### src/rtl/instr_fetch_unit_if.sv
// Instruction-memory request/acknowledge bus between the fetch unit and imem.
// The fetch unit drives the request and address; memory returns the data word and the ack strobe.
interface instr_fetch_unit_if #(
  parameter int XLEN = 32
);
  logic            imem_req;
  logic [XLEN-1:0] imem_addr;
  logic [31:0]     imem_rdata;
  logic            imem_ack;

  modport master (
    output imem_req,
    output imem_addr,
    input  imem_rdata,
    input  imem_ack
  );

  modport slave (
    input  imem_req,
    input  imem_addr,
    output imem_rdata,
    output imem_ack
  );
endinterface

### src/rtl/instr_fetch_unit.sv
// PC owner and instruction fetcher for the single-cycle RISC-V core.
// Each instruction goes REQ -> EXEC; misaligned targets and ack timeouts end in a sticky HALT.
module instr_fetch_unit #(
  parameter int              XLEN        = 32,
  parameter logic [XLEN-1:0] RESET_PC    = 32'h0000_0000,
  parameter int              ACK_TIMEOUT = 16
) (
  input  logic                      clk,
  input  logic                      reset,
  instr_fetch_unit_if.master        imem,
  input  logic                      pc_src,
  input  logic [XLEN-1:0]           target_addr,
  output logic                      instr_valid,
  output logic [31:0]               instr,
  output logic [XLEN-1:0]           pc,
  output logic [XLEN-1:0]           pc_plus4,
  output logic [6:0]                opcode,
  output logic [2:0]                funct3,
  output logic                      funct7_5,
  output logic [4:0]                rs1,
  output logic [4:0]                rs2,
  output logic [4:0]                rd,
  output logic                      halted,
  output logic [1:0]                fault_code
);

  localparam int CW = (ACK_TIMEOUT > 1) ? $clog2(ACK_TIMEOUT) : 1;
  localparam logic [CW-1:0] CNT_LAST = CW'(ACK_TIMEOUT - 1);
  localparam logic [31:0]   NOP      = 32'h0000_0013;

  typedef enum logic [1:0] {
    REQ  = 2'b00,
    EXEC = 2'b01,
    HALT = 2'b10
  } state_t;

  state_t          state_r;
  logic [XLEN-1:0] pc_r;
  logic [31:0]     instr_r;
  logic [CW-1:0]   cnt_r;
  logic [1:0]      fault_r;
  logic            req_r;
  logic            valid_r;
  logic            halted_r;

  // Fetch/execute/halt sequencer; the status outputs are registered alongside the state.
  always_ff @(posedge clk) begin
    if (reset) begin
      state_r  <= REQ;
      pc_r     <= RESET_PC;
      instr_r  <= NOP;
      cnt_r    <= '0;
      fault_r  <= 2'b00;
      req_r    <= 1'b1;
      valid_r  <= 1'b0;
      halted_r <= 1'b0;
    end else begin
      case (state_r)
        REQ: begin
          if (imem.imem_ack) begin
            instr_r <= imem.imem_rdata;
            cnt_r   <= '0;
            state_r <= EXEC;
            req_r   <= 1'b0;
            valid_r <= 1'b1;
          end else if (cnt_r == CNT_LAST) begin
            state_r  <= HALT;
            fault_r  <= 2'b10;
            req_r    <= 1'b0;
            halted_r <= 1'b1;
          end else begin
            cnt_r <= cnt_r + CW'(1);
          end
        end
        EXEC: begin
          valid_r <= 1'b0;
          if (!pc_src) begin
            pc_r    <= pc_r + XLEN'(4);
            state_r <= REQ;
            req_r   <= 1'b1;
          end else if (target_addr[1:0] == 2'b00) begin
            pc_r    <= target_addr;
            state_r <= REQ;
            req_r   <= 1'b1;
          end else begin
            // pc keeps the address of the jump/branch that produced the bad target
            state_r  <= HALT;
            fault_r  <= 2'b01;
            halted_r <= 1'b1;
          end
        end
        HALT: begin
          state_r  <= HALT;
          req_r    <= 1'b0;
          valid_r  <= 1'b0;
          halted_r <= 1'b1;
        end
        default: begin
          state_r  <= HALT;
          req_r    <= 1'b0;
          valid_r  <= 1'b0;
          halted_r <= 1'b1;
        end
      endcase
    end
  end

  assign imem.imem_req  = req_r;
  assign imem.imem_addr = pc_r;

  assign instr_valid = valid_r;
  assign instr       = instr_r;
  assign pc          = pc_r;
  assign pc_plus4    = pc_r + XLEN'(4);
  assign halted      = halted_r;
  assign fault_code  = fault_r;

  assign opcode   = instr_r[6:0];
  assign funct3   = instr_r[14:12];
  assign funct7_5 = instr_r[30];
  assign rs1      = instr_r[19:15];
  assign rs2      = instr_r[24:20];
  assign rd       = instr_r[11:7];

endmodule

### src/flat_wrapper.sv
// flat-port wrapper written by rule: the top's interface ports become plain ports
module instr_fetch_unit_flat 
#(
  parameter int              XLEN        = 32,
  parameter logic [XLEN-1:0] RESET_PC    = 32'h0000_0000,
  parameter int              ACK_TIMEOUT = 16
)
  (clk, reset, pc_src, target_addr, instr_valid, instr, pc, pc_plus4, opcode, funct3, funct7_5, rs1, rs2, rd, halted, fault_code, imem_imem_req, imem_imem_addr, imem_imem_rdata, imem_imem_ack);
  instr_fetch_unit_if #(.XLEN(XLEN)) imem_i ();
  input  logic clk;
  input  logic reset;
  input  logic pc_src;
  input  logic [XLEN-1:0] target_addr;
  output logic instr_valid;
  output logic [31:0] instr;
  output logic [XLEN-1:0] pc;
  output logic [XLEN-1:0] pc_plus4;
  output logic [6:0] opcode;
  output logic [2:0] funct3;
  output logic funct7_5;
  output logic [4:0] rs1;
  output logic [4:0] rs2;
  output logic [4:0] rd;
  output logic halted;
  output logic [1:0] fault_code;
  output wire logic [$bits(imem_i.imem_req)-1:0] imem_imem_req;
  output wire logic [$bits(imem_i.imem_addr)-1:0] imem_imem_addr;
  input wire logic [$bits(imem_i.imem_rdata)-1:0] imem_imem_rdata;
  input wire logic [$bits(imem_i.imem_ack)-1:0] imem_imem_ack;
  assign imem_imem_req = imem_i.imem_req;
  assign imem_imem_addr = imem_i.imem_addr;
  assign imem_i.imem_rdata = imem_imem_rdata;
  assign imem_i.imem_ack = imem_imem_ack;
  instr_fetch_unit #(.XLEN(XLEN), .RESET_PC(RESET_PC), .ACK_TIMEOUT(ACK_TIMEOUT)) u_core (.clk(clk), .reset(reset), .imem(imem_i), .pc_src(pc_src), .target_addr(target_addr), .instr_valid(instr_valid), .instr(instr), .pc(pc), .pc_plus4(pc_plus4), .opcode(opcode), .funct3(funct3), .funct7_5(funct7_5), .rs1(rs1), .rs2(rs2), .rd(rd), .halted(halted), .fault_code(fault_code));
endmodule
### config.mk
export PLATFORM = sky130hd
export DESIGN_NAME = instr_fetch_unit_flat
export DESIGN_NICKNAME = d
export VERILOG_FILES = /design/src/rtl/instr_fetch_unit_if.sv /design/src/rtl/instr_fetch_unit.sv /design/src/flat_wrapper.sv
export SDC_FILE = /design/constraint.sdc
export NUM_CORES = 1
export LEC_CHECK = 0
export BUFFER_PORTS_ARGS = -buffer_cell sky130_fd_sc_hd__buf_2
export CELL_PAD_IN_SITES_DETAIL_PLACEMENT = 0
export CELL_PAD_IN_SITES_GLOBAL_PLACEMENT = 1
export CORE_MARGIN = 4
export CORE_UTILIZATION = 29
export DETAILED_ROUTE_END_ITERATION = 6
export GPL_ROUTABILITY_DRIVEN = 0
export GPL_TIMING_DRIVEN = 0
export PLACE_DENSITY_LB_ADDON = 0.1
export REMOVE_ABC_BUFFERS = 1
export SYNTH_ARGS = -nofsm -noshare
export SYNTH_HDL_FRONTEND = slang
export SYNTH_SLANG_ARGS = --single-unit
### constraint.sdc
create_clock -name clk -period 2.06 [get_ports clk]
set_input_delay 0 -clock clk [delete_from_list [all_inputs] [get_ports clk]]
set_output_delay 0 -clock clk [all_outputs]
set_load 0.05 [all_outputs]
==> impl_metrics.ini, run 1 <==
[floorplanning]
initial_core_util = 0.3008
die-area_um2 = 16620
fp-row-count = 43
chipHeight_um = 128.9
die_x_um = 128.9
core_area_um2 = 14100
io_pins = 227

[finish]
design_area_um2 = 6220
final_layout_size_suffix_gt1_frac = 0.4525
area_growth_pct = 46.68
fin_cells = 907
fillerInstances = 1434
fin_nets = 793
final_util = 0.4412
diodes = 0

[global_routing]
grt.met3_usage = 0.05521
first_global_vias = 4227
globalRouteMet2Util = 0.2945
grt_usage = 0.1707
grt.overflow.total = 0
antenna_found_initial = 2
grt_pass1_wl_um = 22660
top_usage_layer = met2
grt_max_degree = 73
grt_use_met1 = 0.2095

[pwr]
power_density_nw_per_um2 = 675.0
power.total_mw = 4.198
p_leak_nw = 3.051
ir_drop_uv = 525.5

[clock_tree]
clk-insertion-delay-late_ns = 0.33
ctsLongestPathBuffers = 2
cts_root_buf = clkbuf_16
clock_sinks = 75
htreeDepth = 3
cts_tree = yes
numCtsBuffers = 9
clk_pin_slew_worst_paths_ns = 0.06

[logic_synthesis]
yosysTopAreaCell = dfxtp_1
yosysTopAreaCellShare = 0.3541
synthArstFlopShare = 0
synth.area.top_cells = dfxtp_1 35%, buf_4 11%, a22o_1 6.0%
syn_area_per_cell_um2 = 8.464
syn_inst = 501
synth_edf_count = 0
synth_flop_cell = dfxtp_1
synth_cell_types = 55
ys_seq_area_frac = 0.3541
netlist_area_um2 = 4240
ys_warn_count = 0
synth-seq-cells = 75

[placement]
placedCellCount = 815
hpwl_um = 10220
io_buffers = 226
pre_cts_slack_ns = -0.7655
placed_cell_area_um2 = 5057

[min_path]
min_from = target_addr[3]
min_to = u_core.imem.imem_addr[3]$_SDFFE_PP0P_
worstHoldPathCells = 3
hold_class = input port to register

[routing]
vias = 4407
drt_first_iter_violations = 157
dr.pass1.iters = 4
viasPerCell = 4.859
detail_route.wl_per_cell_um = 16.29
drt_wl_total_um = 14780
drc = 0
ant_nets = 0

[sta]
setup_tns_ns = 0
max_slew_margin = 0.5149
timing.fmax_mhz = 491.9
period_share = 0.9868
finalWorstSetupSlack_ns = 0.02720
finalSetupViolations = 0
fin_hold_ws_ns = 0.01671
hold_viol = 0
fin_crit_ns = 2.033
rsz0062_at_grt = true
slew_viol_final = 0
worst_slew_pin_slew_ns = 0.7276
skew_ns = 0.007624

[worst_setup_path]
critical_path.max_fanout = 10
cp-start-kind = register
cp-end-kind = primary output
reg2regPathDepth = 5
r2r_start = u_core.imem.imem_addr[13]$_SDFFE_PP0P_
r2r_end = u_core.imem.imem_addr[31]$_SDFFE_PP0P_
critPathLaunch = u_core.imem.imem_addr[2]$_SDFFE_PP0P_
crit_arrival_ns = 2.03
worst-setup-path-type = register to primary output
r2r_slack_ns = 0.15
required_ns = 2.06

[job]
cap_violations = 0

[run_status]
status = complete, no violations
[state kept, by name (all words and copies together) (netlist names)]
name,count
u_core.imem.imem_addr,32
u_core.state_r,2
u_core.cnt_r,4
u_core.instr,32
u_core.fault_code,2
u_core.instr_valid,1
u_core.halted,1
u_core.imem.imem_req,1
[final cells by class]
cell class	count	area, µm²	share of cell area
multi-input cells	325	2212	0.3557
repair buffers	305	1909	0.3070
flip-flops and latches	75	1574	0.2531
clock buffers	10	229.0	0.03681
well taps	180	225.2	0.03621
clock inverters	5	40.04	0.006437
inverters	7	30.03	0.004828
[cells in the mapped netlist (6+ instances only)]
cell       n
buf_2      6
a21oi_1   24
nand3_1   19
inv_1      7
dfxtp_1   75
buf_4     60
a22o_1    29
nand4_1    7
xor2_1    14
xnor2_1   16
and3_1    14
nor3_1    11
a31oi_1   11
nor2_1    37
clkbuf_1  25
o21ai_0   16
nand2_1   41
o31ai_1    6
[cell usage in the layout (no fill, tap or decap), drive strengths merged, types with 3 or more instances in the layout]
cell and n:
buf 260, dfxtp 75, dlygate4sd3 43, nand2 41, nor2 37, a22o 29
a21oi 24, nand3 20, xnor2 16, o21ai 16, xor2 14, and3 14
nor3 13, clkbuf 12, a31oi 11, nand4 11, inv 7, o31ai 6
a22oi 5, nand2b 5, mux2i 5, nor4 5, and4 5, clkinvlp 4
o22ai 4, nor2b 3, or2 3, nand3b 3, or4 3, a32o 3
o41ai 3, o22a 3, or3 3
[worst max path at each step]
stage	end	cells after the start
after global routing	pc_plus4[26]	7
after global placement	u_core.imem.imem_addr[22]$_SDFFE_PP0P_	6
after CTS	pc_plus4[20]	8
after detailed placement	u_core.imem.imem_addr[27]$_SDFFE_PP0P_	6
after floorplan	u_core.imem.imem_addr[12]$_SDFFE_PP0P_	6
final	pc_plus4[26]	7
[cell families (layout without fill, tap and decap cells)]
| family | after synthesis | in the layout | synth area share |
|---|---|---|---|
| AND/OR/NAND/NOR | 169 | 169 | 0.2231 |
| AO/OA/AOI/OAI | 118 | 118 | 0.1962 |
| buffers and inverters | 101 | 327 | 0.1443 |
| flip-flops | 75 | 75 | 0.3541 |
| XOR/XNOR | 30 | 30 | 0.06196 |
| multiplexers | 6 | 6 | 0.01446 |
| adder cells (fa/ha/maj) | 2 | 2 | 0.005901 |
[report_power, final]
part	leakage, nW	switching [mW]	internal [mW]
combinational	2.30	0.804	0.331
sequential	0.628	0.0887	1.52
clock	0.121	0.643	0.816
[per-layer routing]
metal,part of all wire,vias to the layer above
met5,0.0018,-
met1,0.43,2048
met4,0.0061,4
li1,-,2190
met3,0.073,10
met2,0.49,155
[timing repair]
| item | in CTS | in global routing |
|---|---|---|
| resized for setup | 53 | 26 |
| cloned | 0 | 0 |
| setup buffers | 8 | 26 |
| endpoints found under the hold margin | 43 | 0 |
| setup endpoints to repair | 52 | 50 |
| hold buffers | 43 | 0 |
| pin swaps | 6 | 11 |
[worst max-delay path, stage by stage (launching register included)]
cell	delay (ns)
dfxtp_4	0.41
ha_4	0.18
nand3_4	0.13
nor3_4	0.22
buf_12	0.15
nand4_1	0.17
xnor2_1	0.21
buf_4	0.22
(Power assumes the default switching activity.)
==> run 2: changes to the inputs <==
Settings changed: BUFFER_PORTS_ARGS -buffer_cell sky130_fd_sc_hd__buf_2 to -buffer_cell sky130_fd_sc_hd__clkbuf_2, RECOVER_POWER set to 25.
==> run 2 against run 1 <==
Net effect:
- fmax up 0.56%
- combinational power about the same
- first-iteration DRC count up 23%
- clock-buffer cell count up 1
- register-to-register slack worse by 0.03 ns
- sequential power about the same
- clock power up 9.6%
- global-route usage down 0.15 points
- die area unchanged
- critical path type unchanged
==> impl_metrics.ini, run 2 (synthesized netlist as in run 1, its figures left out) <==
[run_status]
status = complete, no violations

[min_path]
min_from = target_addr[24]
worstHoldPathCells = 4
min_to = u_core.imem.imem_addr[24]$_SDFFE_PP0P_
hold_class = input port to register

[global_routing]
antenna_found_initial = 0
grt.overflow.total = 0
grt_max_degree = 73
first_global_vias = 4207
grt_usage = 0.1692
grt_pass1_wl_um = 22510

[pwr]
clockPowerShare = 0.370
p_switching_mw = 1.546
p_int_mw = 2.776
pwr-share-comb = 0.257
ir_drop_uv = 615.0
power_density_nw_per_um2 = 701.8
sw_frac_of_total = 0.3578
p_leak_nw = 2.760
pwr-share-seq = 0.373

[placement]
io_buffers = 226
hpwl_um = 10220
placed_cell_area_um2 = 5057

[sta]
finalSetupViolations = 0
slew_viol_final = 0
worst_slew_pin_slew_ns = 0.7736
max_slew_margin = 0.4843
fin_crit_ns = 2.021
hold_viol = 0
skew_ns = 0.007811
fin_hold_ws_ns = 0.01915
timing.fmax_mhz = 494.7
rsz0062_at_grt = true
period_share = 0.9813

[floorplanning]
io_pins = 227
die-area_um2 = 16620
chipHeight_um = 128.9
fp-row-count = 43
core_area_um2 = 14100
die_x_um = 128.9
initial_core_util = 0.3008

[finish]
fin_nets = 783
fillerInstances = 1439
final_layout_size_suffix_gt1_frac = 0.3677
final_cell_mix = 154 x clkbuf_2, 56 x clkbuf_1, 53 x dfxtp_1
final_util = 0.4369
area_growth_pct = 45.23
design_area_um2 = 6158
final_common_cell = clkbuf_2
diodes = 0

[worst_setup_path]
cp-start-kind = register
required_ns = 2.06
worst-setup-path-type = register to primary output
r2r_end = u_core.imem.imem_addr[31]$_SDFFE_PP0P_
critical_path.max_fanout = 11
crit_arrival_ns = 2.02
r2r_start = u_core.imem.imem_addr[13]$_SDFFE_PP0P_
cp-end-kind = primary output
reg2regPathDepth = 5
r2r_slack_ns = 0.12

[routing]
drt_wl_total_um = 14400
ant_nets = 0
detail_route.wl_per_cell_um = 16.04
drc = 0
dr.pass1.iters = 4
vias = 4439
viasPerCell = 4.943
drt_first_iter_violations = 193

[clock_tree]
htreeDepth = 3
numCtsBuffers = 9
ctsLongestPathBuffers = 2
clk-insertion-delay-late_ns = 0.34
cts_root_buf = clkbuf_16
clock_sinks = 75
cts_tree = yes
clk_pin_slew_worst_paths_ns = 0.06

[job]
cap_violations = 0
-- run 2: timing repair --
item                                   4_1_cts  5_1_grt
gates resized for setup                     63       34
pin swaps                                   10        8
cloned                                       0        0
endpoints found under the hold margin       46        0
setup buffers                               12        9
hold buffers                                46        0
setup endpoints to repair                   52       52
-- run 2: per-layer routing --
layer | vias to the layer above | track usage | part of all wire
met4 | 0 | 0.03953 | 0.010
li1 | 2167 | - | -
met1 | 2095 | 0.2047 | 0.41
met5 | - | 0 | 0
met3 | 11 | 0.05562 | 0.076
met2 | 166 | 0.2915 | 0.50
-- run 2: final cells by class --
| class | count | area, µm² | share of cell area |
|---|---|---|---|
| Multi-Input combinational cell | 325 | 2221 | 0.3606 |
| Tap cell | 180 | 225.2 | 0.03657 |
| Clock buffer | 11 | 232.7 | 0.03779 |
| Timing Repair Buffer | 295 | 1822 | 0.2958 |
| Inverter | 7 | 30.03 | 0.004876 |
| Sequential cell | 75 | 1564 | 0.2540 |
| Clock inverter | 5 | 63.81 | 0.01036 |
-- run 2: power by group through the flow --
stage	combinational, mW	clock [mW]	sequential, mW
2_1_floorplan	0.271	0	2.09
3_5_place_dp	1.04	0	1.65
3_3_place_gp	1.03	0	1.65
6_report	1.11	1.60	1.61
4_1_cts	1.13	1.65	1.62
5_1_grt	1.18	1.70	1.63
-- run 2: stage by stage --
step	total power, mW	worst slack (ns)	std cells	TNS, ns
floorplan	2.361	-1.283	407	-33.84
global placement	2.681	-0.9930	813	-54.28
detailed placement	2.696	-0.8932	815	-33.41
CTS	4.400	-0.009226	889	-0.009226
global route	4.508	-0.06256	898	-0.2544
finish	4.322	0.03855	898	0
-- run 2: worst max-delay path, stage by stage (launching register included) --
cell      delay [ns]
dfxtp_4         0.42
nand4_4         0.15
nor4_4          0.43
and4_4          0.30
xor2_1          0.17
clkbuf_8        0.21
-- run 2: worst max path at each step --
stage	from	to	slack, ns	cells past startpoint
6_report	u_core.imem.imem_addr[13]$_SDFFE_PP0P_	pc_plus4[29]	0.04	5
5_1_grt	u_core.imem.imem_addr[2]$_SDFFE_PP0P_	pc_plus4[26]	-0.06	7
4_1_cts	u_core.imem.imem_addr[14]$_SDFFE_PP0P_	pc_plus4[31]	-0.009	5
3_5_place_dp	pc_src	u_core.imem.imem_addr[27]$_SDFFE_PP0P_	-0.89	6
3_3_place_gp	pc_src	u_core.imem.imem_addr[20]$_SDFFE_PP0P_	-0.99	6
2_1_floorplan	u_core.imem.imem_addr[2]$_SDFFE_PP0P_	u_core.imem.imem_addr[12]$_SDFFE_PP0P_	-1.28	6
